### src/rtl/div_ratio_ctrl.sv
// Programmable clock-enable divider: one-cycle tick plus a divided square wave.
// Ratio updates are handshaked in and take effect only at a period boundary.
module div_ratio_ctrl #(
   parameter int W         = 8,
   parameter int RESET_DIV = 1
) (
   input  logic         cp,
   input  logic         rst,
   input  logic         en,
   input  logic         restart,
   input  logic         cfg_valid,
   output logic         cfg_ready,
   input  logic [W-1:0] cfg_div,
   output logic         tick,
   output logic         q,
   output logic [W-1:0] cnt,
   output logic [W-1:0] cur_div,
   output logic         busy
);

   typedef enum logic {
      IDLE,
      PEND
   } state_t;

   localparam logic [W-1:0] ONE = {{(W-1){1'b0}}, 1'b1};

   state_t       state, state_nxt;
   logic [W-1:0] pend_div, pend_nxt;
   logic [W-1:0] cur_nxt, cnt_nxt;
   logic         q_nxt, tick_nxt;
   logic         wrap;

   assign wrap      = en && (cnt == cur_div);
   assign cfg_ready = (state == IDLE);
   assign busy      = (state == PEND);

   always_comb begin
      state_nxt = state;
      pend_nxt  = pend_div;
      cur_nxt   = cur_div;
      cnt_nxt   = cnt;
      q_nxt     = q;
      tick_nxt  = 1'b0;
      if (restart) begin
         // A held-off ratio is applied at once; a new offer is ignored.
         cnt_nxt   = '0;
         q_nxt     = 1'b0;
         state_nxt = IDLE;
         if (state == PEND) cur_nxt = pend_div;
      end else begin
         tick_nxt = wrap;
         if (en) begin
            if (wrap) begin
               cnt_nxt = '0;
               q_nxt   = ~q;
            end else begin
               cnt_nxt = cnt + ONE;
            end
         end
         unique case (state)
            IDLE: begin
               if (cfg_valid) begin
                  pend_nxt  = cfg_div;
                  state_nxt = PEND;
               end
            end
            PEND: begin
               if (wrap) begin
                  cur_nxt   = pend_div;
                  state_nxt = IDLE;
               end
            end
            default: state_nxt = IDLE;
         endcase
      end
   end

   always_ff @(posedge cp) begin
      if (rst) begin
         state    <= IDLE;
         pend_div <= '0;
         cur_div  <= W'(RESET_DIV);
         cnt      <= '0;
         q        <= 1'b0;
         tick     <= 1'b0;
      end else begin
         state    <= state_nxt;
         pend_div <= pend_nxt;
         cur_div  <= cur_nxt;
         cnt      <= cnt_nxt;
         q        <= q_nxt;
         tick     <= tick_nxt;
      end
   end

endmodule
### config.mk
export PLATFORM = sky130hd
export DESIGN_NAME = div_ratio_ctrl
export DESIGN_NICKNAME = d
export VERILOG_FILES = /design/src/rtl/div_ratio_ctrl.sv
export SDC_FILE = /design/constraint.sdc
export NUM_CORES = 1
export LEC_CHECK = 0
export BUFFER_PORTS_ARGS = -buffer_cell sky130_fd_sc_hd__buf_2
export CORE_UTILIZATION = 45
export DETAILED_ROUTE_END_ITERATION = 7
export PLACE_DENSITY = 0.7
export SYNTH_ARGS = -nofsm -noshare
export SYNTH_HDL_FRONTEND = slang
export SYNTH_SLANG_ARGS = --single-unit
### constraint.sdc
create_clock -name cp -period 5.12 [get_ports cp]
set_input_delay 1.536 -clock cp [delete_from_list [all_inputs] [get_ports cp]]
set_output_delay 1.536 -clock cp [all_outputs]
set_load 0.02 [all_outputs]
After elaboration in Yosys (flattened, before gate mapping)
Cells that the tools add are included.
- bits in registers: 27
- bits in latches: 0
- memory bits (writable): 0
- ROM bits: 0
- output and inout bits: 20
- logic and storage cells: 25
- memories kept: 0
- add/subtract/negate cells: 1
- multipliers: 0
- div/mod/pow operators: 0
- magnitude comparators: 0
- equality and inequality tests: 1
- shifts and indexed selects: 0
- muxes and demuxes: 8
- bitwise operators: 3
- reductions and logical operators: 6
- operators by type and width (operator ; number):
    two-way mux 8 bit ; 5
    adder 8 x 1 -> 8 bit (second input constant) ; 1
    equality test 8 bit ; 1
    AND reduction 2 bit ; 2
    NOT 1 bit ; 3
    AND reduction 3 bit ; 1
    two-way mux 1 bit ; 2
    one-hot mux 1 bit (2 select lines) ; 1
    nonzero test 2 bit ; 1
    OR reduction 2 bit ; 1
    logical AND 1 bit ; 1

Longest topological paths before layout
Gate-level depths: netlist (run 1).
- depth in word-level cells: 5
- depth in mapped cells: 5
- depth with buffers taken out: 5

Worst setup path after synthesis (run 1)
No wires, ideal clock.
- path type: input to register
- from: input en
- to: register cur_div[0]
- library setup time: 72 ps
- data arrival time: 2530 ps
- required time: 5048 ps
- slack: 2518 ps
- cell stages on the path: 3
- path buffers: 0
- cell sequence: nand2_1 -> o41ai_4 -> mux2i_1
- longest elaborated chain between the ends: 3
- RTL lines (item ; RTL line ; RTL):
    start, declared ; 9 ; input logic en,
    logical AND 1 bit ; 34 ; assign wrap = en && (cnt == cur_div);
    nonzero test 2 bit (no source line) ; n/a ;
    AND reduction 2 bit (no source line) ; n/a ;
    end signal, assigned ; 83 ; cur_div <= W'(RESET_DIV);
    end signal, assigned ; 90 ; cur_div <= cur_nxt;
    end, declared ; 17 ; output logic [W-1:0] cur_div,
No other way between the ends.
A chain may end at the register's enable or synchronous reset.

Worst setup path in the final report (run 1)
- from: input en
- to: register cur_div[6]
The elaborated chain is that of the path after synthesis.

==> results of run 1 <==
-- cell type report --
type | instances | area, um2 | share of cell area
Multi-Input combinational cell | 90 | 704 | 0.475
Tap cell | 30 | 37.5 | 0.0253
Timing Repair Buffer | 33 | 168 | 0.113
Inverter | 2 | 7.51 | 0.00506
Sequential cell | 27 | 541 | 0.364
Clock buffer | 4 | 26.3 | 0.0177
-- cells in the final DEF (no fill, tap or decap), types with 3 or more instances in the layout --
cell type	count
a21oi_1	3
buf_2	32
dfxtp_1	27
nand2b_1	5
xor2_1	3
or2b_1	11
xnor2_1	7
xnor2_2	4
nand2_1	6
clkbuf_4	3
mux2i_1	16
nor2_1	13
nor3_1	8
-- through the flow --
stage	instances	instance area (um2)	hold WS, ps	setup slack [ps]	utilization
after floorplan	123	1270	451	2520	-
after global placement	182	1460	466	2270	0.568
after detailed placement	182	1460	476	2190	0.568
after CTS	186	1480	496	2530	0.578
after global routing	186	1480	522	2410	0.578
final	186	1480	490	2530	0.578
-- registers in the layout (all words and copies together) (netlist names) --
signal,count
cnt,8
busy,1
q,1
pend_div,8
tick,1
cur_div,8
-- kinds of logic (layout without fill, tap and decap cells) --
group | Yosys count | after routing | synth area share
AND/OR/NAND/NOR | 51 | 51 | 0.239
buffers and inverters | 6 | 39 | 0.0216
flip-flops | 27 | 27 | 0.425
XOR/XNOR | 14 | 14 | 0.120
AO/OA/AOI/OAI | 8 | 8 | 0.0590
multiplexers | 16 | 16 | 0.126
adder cells (fa/ha/maj) | 1 | 1 | 0.00983
-- power by group through the flow --
stage               Clock [mW]  Combinational, mW  Sequential, mW
finish                  0.0884             0.0372           0.219
global route             0.101             0.0418           0.221
CTS                     0.0929             0.0377           0.220
detailed placement           0             0.0377           0.224
global placement             0             0.0368           0.224
floorplan                    0             0.0237           0.226
-- how the worst max path moves through the flow --
| stage | slack (ps) | endpoint | depth (start not counted) | startpoint |
|---|---|---|---|---|
| floorplan | 2520 | cur_div[0] | 3 | en |
| global placement | 2270 | cur_div[5] | 4 | en |
| detailed placement | 2190 | cur_div[6] | 4 | en |
| CTS | 2530 | cur_div[6] | 4 | en |
| global route | 2410 | cur_div[3] | 4 | en |
| finish | 2530 | cur_div[6] | 4 | en |
-- routing by layer --
metal,share of wire,routed length (um),vias to the layer above
li1,-,-,483
met1,0.47,1040,408
met2,0.48,1060,19
met3,0.036,80,2
met4,0.0059,13,0
met5,0,0,-
-- critical path, delay by kind of cell --
family / cells / cell delay, ps
buf+inv: 1 / 150
simple gates: 1 / 170
compound gates: 1 / 730
mux: 1 / 250
==> summary.txt, run 1 <==
Outcome
  – Run status: finished clean

Yosys
  – Main area contributors after synthesis: dfxtp_1 (42%), mux2i_1 (13%), or2b_1 (6.5%)
  – Syn nets: 137
  – Most used DFF post-synth: dfxtp_1
  – Distinct cells, synth: 27
  – Avg Cell Area, Syn: 10.3 um2
  – Synth Instances: 123
  – Ys async rst share: 0
  – Post-synth EDFFs: 0
  – Number of synthesized register bits: 27
  – Most common cell in the synthesized netlist: dfxtp_1
  – YS warnings: 0
  – Commonest cells post-synth: dfxtp_1 (27), mux2i_1 (16), nor2_1 (13), or2b_1 (11), nor3_1 (8)
  – Post-synth top area cell: dfxtp_1
  – Netlist Area Pre-Place: 1270 um2
  – Top cell type's share of synthesized area: 0.425
  – Seq/Total Area, Yosys: 0.425

Critical path
  – CP Class: primary input to flip-flop
  – Crit path cell chain: buf_2 -> nand2_1 -> o41ai_4 -> mux2i_1
  – Largest stage delay, worst path: 730 ps
  – Crit. End Element: flip-flop
  – RR Startpoint: cnt[0]
  – CP max-delay cell: o41ai_4
  – Reg2reg setup slack: 3300 ps
  – Worst EP required: 5370 ps
  – Crit start category: primary input
  – CP arrival: 2840 ps
  – Reg2reg end: cur_div[6]
  – Cell depth of the worst flop-to-flop path: 4
  – Crit path max fanout: 8

Global routing
  – First-pass GRT wire length: 3.57 mm
  – Initial antenna violation count: 0
  – Gr busiest metal: met2
  – Total GRT Usage: 0.166
  – Number of global-route vias before repair: 846
  – Largest net degree at the start of global routing: 26
  – Total grt overflow: 0
  – Met3 Use GR: 0.0301
  – Grt met2 use: 0.289
  – Met1 Use GR: 0.205

Floorplan
  – Die H: 55.2 um
  – Die area: 3040 um2
  – Core ar.: 2570 um2
  – Initial core utilization: 0.496
  – Horiz. Die Dim: 55.2 um
  – # rows: 18
  – IO Count: 33

Power
  – Sw Ratio: 0.239
  – Comb power frac: 0.108
  – Sequential power share: 0.636
  – Peak VDD IR: 0.000141 V
  – NetSw: 0.0825 mW
  – Total power: 0.345 mW
  – Cell-internal power: 0.263 mW
  – Pwr dens: 233 nW/um2
  – Clock power share: 0.256
  – LEAKAGE: 0.572 nW

Hold path
  – WHS Endpoint: cur_div[5]
  – Hold path depth: 2
  – HP Start: pend_div[5]
  – Worst Hold Class: flip-flop to flip-flop

Clocking
  – Clock Latency Late Sink: 310 ps
  – Clock root cell: clkbuf_4
  – CTS tree: done
  – Sink Count: 27
  – Postcts setup bufs: 0
  – Post-CTS Resized: 0
  – Max clock buf depth: 2
  – Number of buffers created by CTS: 3
  – Clock slew at reported path FFs: 140 ps
  – CTS HTree Levels: 1
  – Hold-fix buffers at CTS: 0

Run
  – Max-cap violations: 0

Route
  – Avg Vias per Cell: 4.90
  – Final ANT Viol Nets: 0
  – Avg WL per Cell: 11.8 um
  – Total wire length: 2.19 mm
  – Drt first pass iters: 2
  – Via count: 912
  – DRC viols: 0
  – Initial DRC Count: 5

Cells and area
  – Layout cells sized above 1: 0.282
  – P&R area growth vs syn: 16.6%
  – Final antenna diode count: 0
  – Final nets: 171
  – Filler Cell Count: 240

Place
  – PortBufs: 32
  – Final GP Congestion: 0.682
  – Post-DP HPWL: 1.71 mm

STA
  – Total Neg Setup Slack: 0 ps
  – Pins Over Slew Limit: 0
  – Setup violations, final: 0
  – RSZ-0062 raised after global routing: no
  – Rel. slew slack: 0.476
  – Min Tclk post-route: 2590 ps
  – Tcrit/Tclk final: 0.506
  – Hold Violations, Final: 0
  – Fmax achieved: 386 MHz
  – Clk_skew: 1.03 ps
  – Slew @ Worst Pin: 779 ps
Power figures use the tool's default switching activity.
==> run 2, diff against run 1 <==
- ABC_AREA: not set -> 1
- PLACE_DENSITY: 0.7 -> 0.72
- clock period: 5.12 -> 2.2 ns (I/O delays scaled with it)
==> summary.txt, run 2 <==
Global routing
  – Largest net degree at the start of global routing: 19 (-27%)
  – Number of global-route vias before repair: 947 (+12%)
  – Total grt overflow: 0 (unchanged)
  – Initial antenna violation count: 0 (unchanged)
  – First-pass GRT wire length: 4.18 mm (+17%)
  – Total GRT Usage: 0.169 (+0.00272)

Floorplan
  – Core ar.: 2760 um2 (+7.4%)
  – IO Count: 33 (unchanged)
  – Horiz. Die Dim: 55.9 um (+1.3%)
  – Die area: 3120 um2 (+2.6%)
  – Die H: 55.9 um (+1.3%)
  – # rows: 19 (+1)
  – Initial core utilization: 0.474 (-0.0219)

Route
  – Initial DRC Count: 51 (+46)
  – Total wire length: 2.46 mm (+12%)
  – Final ANT Viol Nets: 0 (unchanged)
  – Avg Vias per Cell: 4.71 (-3.9%)
  – Via count: 1,183 (+30%)
  – Avg WL per Cell: 9.81 um (-17%)
  – Drt first pass iters: 4 (+2)
  – DRC viols: 0 (unchanged)

Critical path
  – Reg2reg end: cur_div[0]
  – CP top delay family: buffers and inverters
  – Worst EP required: 1540 ps (-3830 ps)
  – CP arrival: 1140 ps (-1700 ps)
  – Crit. End Element: output pin
  – Crit start category: flip-flop
  – Reg2reg setup slack: 730 ps (-2570 ps)
  – CP Class: flip-flop to output pin
  – Largest stage delay, worst path: 340 ps (-390 ps)
  – RR Startpoint: cnt[2]
  – Cell depth of the worst flop-to-flop path: 9 (+5)
  – Buf+Inv Stages, Crit Path: 3 (+2)
  – CP max-delay cell: dfxtp_1
  – Crit path max fanout: 18 (+10)
  – Crit path cell chain: buf_4 -> inv_1 -> buf_2

Place
  – PortBufs: 32 (unchanged)
  – Post-DP HPWL: 1.88 mm (+10%)
  – Final GP Congestion: 0.810 (+19%)
  – Placed instance area: 1470 um2 (+0.94%)

Cells and area
  – Commonest cells after routing, fill and taps aside: nand2_1 (43), buf_2 (32), dfxtp_1 (27), inv_1 (26), nor2_1 (23)
  – Layout cells sized above 1: 0.214 (-0.0684)
  – Top Registers: cnt (8), cur_div (8), pend_div (8)
  – P&R area growth vs syn: 14.9%
  – Final instance area: 1500 um2 (+1.2%)
  – Final Core Density: 0.544 (-0.0335)
  – Final nets: 235 (+37%)
  – Commonest non-fill, non-tap cell in the layout: nand2_1
  – Final antenna diode count: 0 (unchanged)

Clocking
  – Sink Count: 27 (unchanged)
  – CTS tree: done
  – Clock root cell: clkbuf_4
  – Clock slew at reported path FFs: 150 ps (about the same)
  – Clock Latency Late Sink: 330 ps (+20 ps)
  – CTS HTree Levels: 1 (unchanged)
  – Number of buffers created by CTS: 3 (unchanged)
  – Max clock buf depth: 2 (unchanged)
  – Postcts setup bufs: 0 (unchanged)
  – Post-CTS Resized: 0 (unchanged)
  – Hold-fix buffers at CTS: 0 (unchanged)

Yosys
  – YS warnings: 0 (unchanged)
  – Seq/Total Area, Yosys: 0.414 (-0.0110)
  – Commonest cells post-synth: nand2_1 (43), dfxtp_1 (27), inv_1 (26), nor2_1 (23), nand3_1 (15)
  – Synth Instances: 188 (+53%)
  – Number of synthesized register bits: 27 (unchanged)
  – Most common cell in the synthesized netlist: nand2_1
  – Main area contributors after synthesis: dfxtp_1 (41%), nand2_1 (12%), inv_1 (7.5%)
  – Avg Cell Area, Syn: 6.95 um2 (-33%)
  – Top cell type's share of synthesized area: 0.414 (-0.0110)
  – Post-synth top area cell: dfxtp_1
  – Most used DFF post-synth: dfxtp_1
  – Distinct cells, synth: 27 (unchanged)
  – Syn nets: 202 (+47%)
  – Ys async rst share: 0 (unchanged)
  – Post-synth EDFFs: 0 (unchanged)
  – Netlist Area Pre-Place: 1310 um2 (+2.7%)

Hold path
  – WHS Endpoint: pend_div[3]
  – Hold path depth: 2 (unchanged)
  – Worst Hold Class: flip-flop to flip-flop
  – HP Start: pend_div[3]

STA
  – Tcrit/Tclk final: 0.818
  – Slew @ Worst Pin: 397 ps (-383 ps)
  – Setup violations, final: 0 (unchanged)
  – Clk_skew: 5.86 ps (+4.83 ps)
  – Min Tclk post-route: 1800 ps
  – Total Neg Setup Slack: 0 ps (unchanged)
  – Rel. slew slack: 0.735 (+0.259)
  – Hold Violations, Final: 0 (unchanged)
  – RSZ-0062 raised after global routing: no
  – Pins Over Slew Limit: 0 (unchanged)
  – Fmax achieved: 555 MHz

Power
  – LEAKAGE: 0.709 nW (+24%)
  – Peak VDD IR: 0.000627 V (+350%)
  – Pwr dens: 612 nW/um2 (+160%)

Run
  – Max-cap violations: 0 (unchanged)

Outcome
  – Run status: finished clean
[run 2: changes by cell type after synthesis, sizes merged, moves of 11 or more]
cell,previous run,this run
a21oi,3,17
inv,2,28
mux2i,16,0
or2b,11,0
nand3,1,16
nor2,13,24
o21ai,0,11
nand2,6,45
xnor2,11,0
[run 2: final cells by class]
| type | instances | area, um2 |
|---|---|---|
| timing repair buffer | 33 | 168 |
| multi-input combinational | 128 | 619 |
| fill | 299 | 1260 |
| sequential | 27 | 541 |
| clock inverter | 1 | 7.51 |
| inverter | 28 | 105 |
| tap | 31 | 38.8 |
| clock buffer | 3 | 22.5 |
[run 2: routing by layer]
layer,share of wire,vias up,global-route usage
met5,0,-,0
met4,0.0065,0,0.0314
met3,0.049,2,0.0512
met2,0.46,27,0.270
met1,0.49,495,0.227
li1,-,659,-
[run 2: cells by family (layout without fill, tap and decap cells)]
family / count (synthesis) / in the layout / synth area share
AND/OR/NAND/NOR: 94 / 94 / 0.318
flip-flops: 27 / 27 / 0.414
AO/OA/AOI/OAI: 30 / 30 / 0.126
XOR/XNOR: 3 / 3 / 0.0201
buffers and inverters: 33 / 65 / 0.112
adder cells (fa/ha/maj): 1 / 1 / 0.00958
[run 2: worst max path at each step]
stage | slack (ps) | cells past startpoint | to | from
CTS | 390 | 3 | cfg_ready | busy
floorplan | 630 | 10 | cur_div[0] | en
global placement | 440 | 10 | cur_div[0] | en
finish | 400 | 3 | cfg_ready | busy
detailed placement | 420 | 10 | cur_div[0] | en
global route | 300 | 3 | cfg_ready | busy
[run 2: metrics by stage]
step | setup slack, ps | total power, mW | cells | hold WS, ps
after floorplan | 632 | 0.666 | 188 | 430
after global placement | 443 | 0.704 | 247 | 446
after detailed placement | 418 | 0.707 | 247 | 450
after CTS | 389 | 0.930 | 251 | 470
after global routing | 304 | 0.973 | 251 | 480
final | 399 | 0.918 | 251 | 466
[run 2: where the power goes]
group	switching (mW)	internal (mW)
clock network	0.155	0.0697
registers	0.0178	0.517
logic	0.0991	0.0599
total	0.272	0.647
[run 2: worst min-delay path: stages, from the launching register on]
cell	delay (ps)
dfxtp_1	330
inv_1	60
a21oi_1	50
==> run 3, diff against run 2 <==
- ABC_AREA: 1 -> 0
- clock period: 2.2 -> 1.6 ns (I/O delays scaled with it)
==> summary.txt, run 3 (synthesized netlist as in run 1, its figures left out) <==
Place
  – Inst Count DP: 186 (-25%)
  – Placed instance area: 1550 um2 (+5.0%)
  – PortBufs: 32 (unchanged)
  – Final GP Congestion: 0.791 (-2.3%)
  – Post-DP HPWL: 1.82 mm (-3.0%)

Hold path
  – Worst Hold Class: primary input to flip-flop

Route
  – Drt first pass iters: 4 (unchanged)
  – Final ANT Viol Nets: 0 (unchanged)
  – Avg Vias per Cell: 5.04 (+6.9%)
  – DRC viols: 0 (unchanged)
  – Avg WL per Cell: 12.7 um (+30%)
  – Via count: 972 (-18%)
  – Total wire length: 2.45 mm (-0.37%)
  – Initial DRC Count: 11 (-78%)

Cells and area
  – Top Registers: cnt (8), cur_div (8), pend_div (8)
  – Commonest cells after routing, fill and taps aside: buf_2 (32), mux2i_1 (16), nor2_1 (13), or2b_1 (11), dfxtp_1 (11)
  – P&R area growth vs syn: 29.7%
  – Final antenna diode count: 0 (unchanged)
  – Filler Cell Count: 209 (-30%)
  – Layout cells sized above 1: 0.436 (+0.222)
  – Final nets: 178 (-24%)
  – Commonest non-fill, non-tap cell in the layout: buf_2
  – Final Non-Filler Cells: 193 (-23%)
  – Final instance area: 1650 um2 (+9.9%)

Floorplan
  – IO Count: 33 (unchanged)
  – Die area: 3040 um2 (-2.5%)
  – Horiz. Die Dim: 55.2 um (-1.3%)
  – Core ar.: 2570 um2 (-6.9%)
  – # rows: 18 (-1)
  – Initial core utilization: 0.496 (+0.0219)
  – Die H: 55.2 um (-1.3%)

Clocking
  – Max clock buf depth: 2 (unchanged)
  – CTS tree: done
  – Clock slew at reported path FFs: 140 ps (about the same)
  – Sink Count: 27 (unchanged)
  – CTS HTree Levels: 1 (unchanged)
  – Number of buffers created by CTS: 3 (unchanged)
  – Clock Latency Late Sink: 310 ps (-20 ps)
  – Clock root cell: clkbuf_4

STA
  – Clk_skew: 1.40 ps (-4.46 ps)
  – Fmax achieved: 668 MHz
  – Pins Over Slew Limit: 0 (unchanged)
  – RSZ-0062 raised after global routing: no
  – Setup violations, final: 0 (unchanged)
  – Tcrit/Tclk final: 0.935
  – Min Tclk post-route: 1500 ps
  – Total Neg Setup Slack: 0 ps (unchanged)
  – Slew @ Worst Pin: 342 ps (-54.4 ps)
  – Hold Violations, Final: 0 (unchanged)
  – Rel. slew slack: 0.770 (+0.0348)

Run
  – Max-cap violations: 0 (unchanged)

Critical path
  – Reg2reg end: cur_div[5]
  – Crit path from: cnt[7]
  – Crit path cell chain: xnor2_4 -> nand3_4 -> o41ai_4 -> buf_6 -> mux2i_1
  – CP Capture Point: cur_div[5]
  – CP arrival: 1740 ps (+600 ps)
  – Crit path max fanout: 8 (-10)
  – CP max-delay cell: dfxtp_4
  – CP Class: flip-flop to flip-flop
  – Largest stage delay, worst path: 400 ps (+60 ps)
  – Crit start category: flip-flop
  – Worst EP required: 1850 ps (+310 ps)
  – Reg2reg setup slack: 100 ps (-630 ps)
  – RR Startpoint: cnt[7]
  – Cell depth of the worst flop-to-flop path: 5 (-4)
  – Crit. End Element: flip-flop

Global routing
  – Initial antenna violation count: 0 (unchanged)
  – Number of global-route vias before repair: 867 (-8.4%)
  – Total GRT Usage: 0.180 (+0.0115)
  – First-pass GRT wire length: 3.85 mm (-7.9%)
  – Total grt overflow: 0 (unchanged)
  – Largest net degree at the start of global routing: 25 (+6)

Outcome
  – Run status: finished clean

Power
  – Peak VDD IR: 0.000446 V (-29%)
  – LEAKAGE: 0.628 nW (-11%)
  – Pwr dens: 676 nW/um2 (+11%)
## run 3: worst min path at each step
stage | end | start | slack [ps] | cells past startpoint
finish | pend_div[7] | cfg_div[7] | 390 | 3
global route | pend_div[7] | cfg_div[7] | 380 | 3
CTS | pend_div[7] | cfg_div[7] | 390 | 3
detailed placement | cur_div[4] | pend_div[4] | 470 | 2
global placement | cur_div[4] | pend_div[4] | 460 | 2
floorplan | cur_div[4] | pend_div[4] | 440 | 2
## run 3: repair_timing
| item | in CTS | in global routing |
|---|---|---|
| gates resized for setup | 0 | 8 |
| buffers inserted | 0 | 3 |
| setup endpoints to repair | 0 | 8 |
| hold buffers | 0 | 0 |
## run 3: per-layer routing
layer | vias to the layer above | wire, um | GRT usage
met1 | 444 | 1100 | 0.211
met3 | 2 | 96 | 0.0328
li1 | 502 | - | -
met4 | 0 | 29 | 0.0875
met2 | 24 | 1230 | 0.313
met5 | - | 0 | 0
## run 3: cell type report
cell class                      instances  area (um2)  area share
Clock buffer                            4        26.3      0.0159
Inverter                                2        7.51     0.00455
Multi-Input combinational cell         90         774       0.469
Sequential cell                        27         581       0.352
Tap cell                               30        37.5      0.0227
Timing Repair Buffer                   40         224       0.136
## run 3: worst max-delay path, delay by kind of cell (launching register included)
kind                      cells  cell delay (ps)
AOI/OAI and AO/OA             1              340
muxes                         1              200
xor gates and xnor gates      1              180
buffers and inverters         1              190
DFF                           1              400
and+or+nand+nor               1              110
## run 3: metrics by stage
| stage | setup WS [ps] | utilization | hold slack (ps) | total power [mW] |
|---|---|---|---|---|
| detailed placement | 45.2 | 0.602 | 467 | 0.838 |
| global route | 22.3 | 0.643 | 381 | 1.16 |
| finish | 104 | 0.643 | 392 | 1.12 |
| floorplan | -26.4 | - | 443 | 0.791 |
| global placement | 102 | 0.602 | 462 | 0.834 |
| CTS | 15.8 | 0.612 | 388 | 1.12 |
## run 3: where the power goes
group | switching [mW] | total (mW) | internal (mW)
combinational | 0.0705 | 0.136 | 0.0658
sequential | 0.0136 | 0.690 | 0.677
clock | 0.192 | 0.290 | 0.0973
total | 0.277 | 1.12 | 0.840
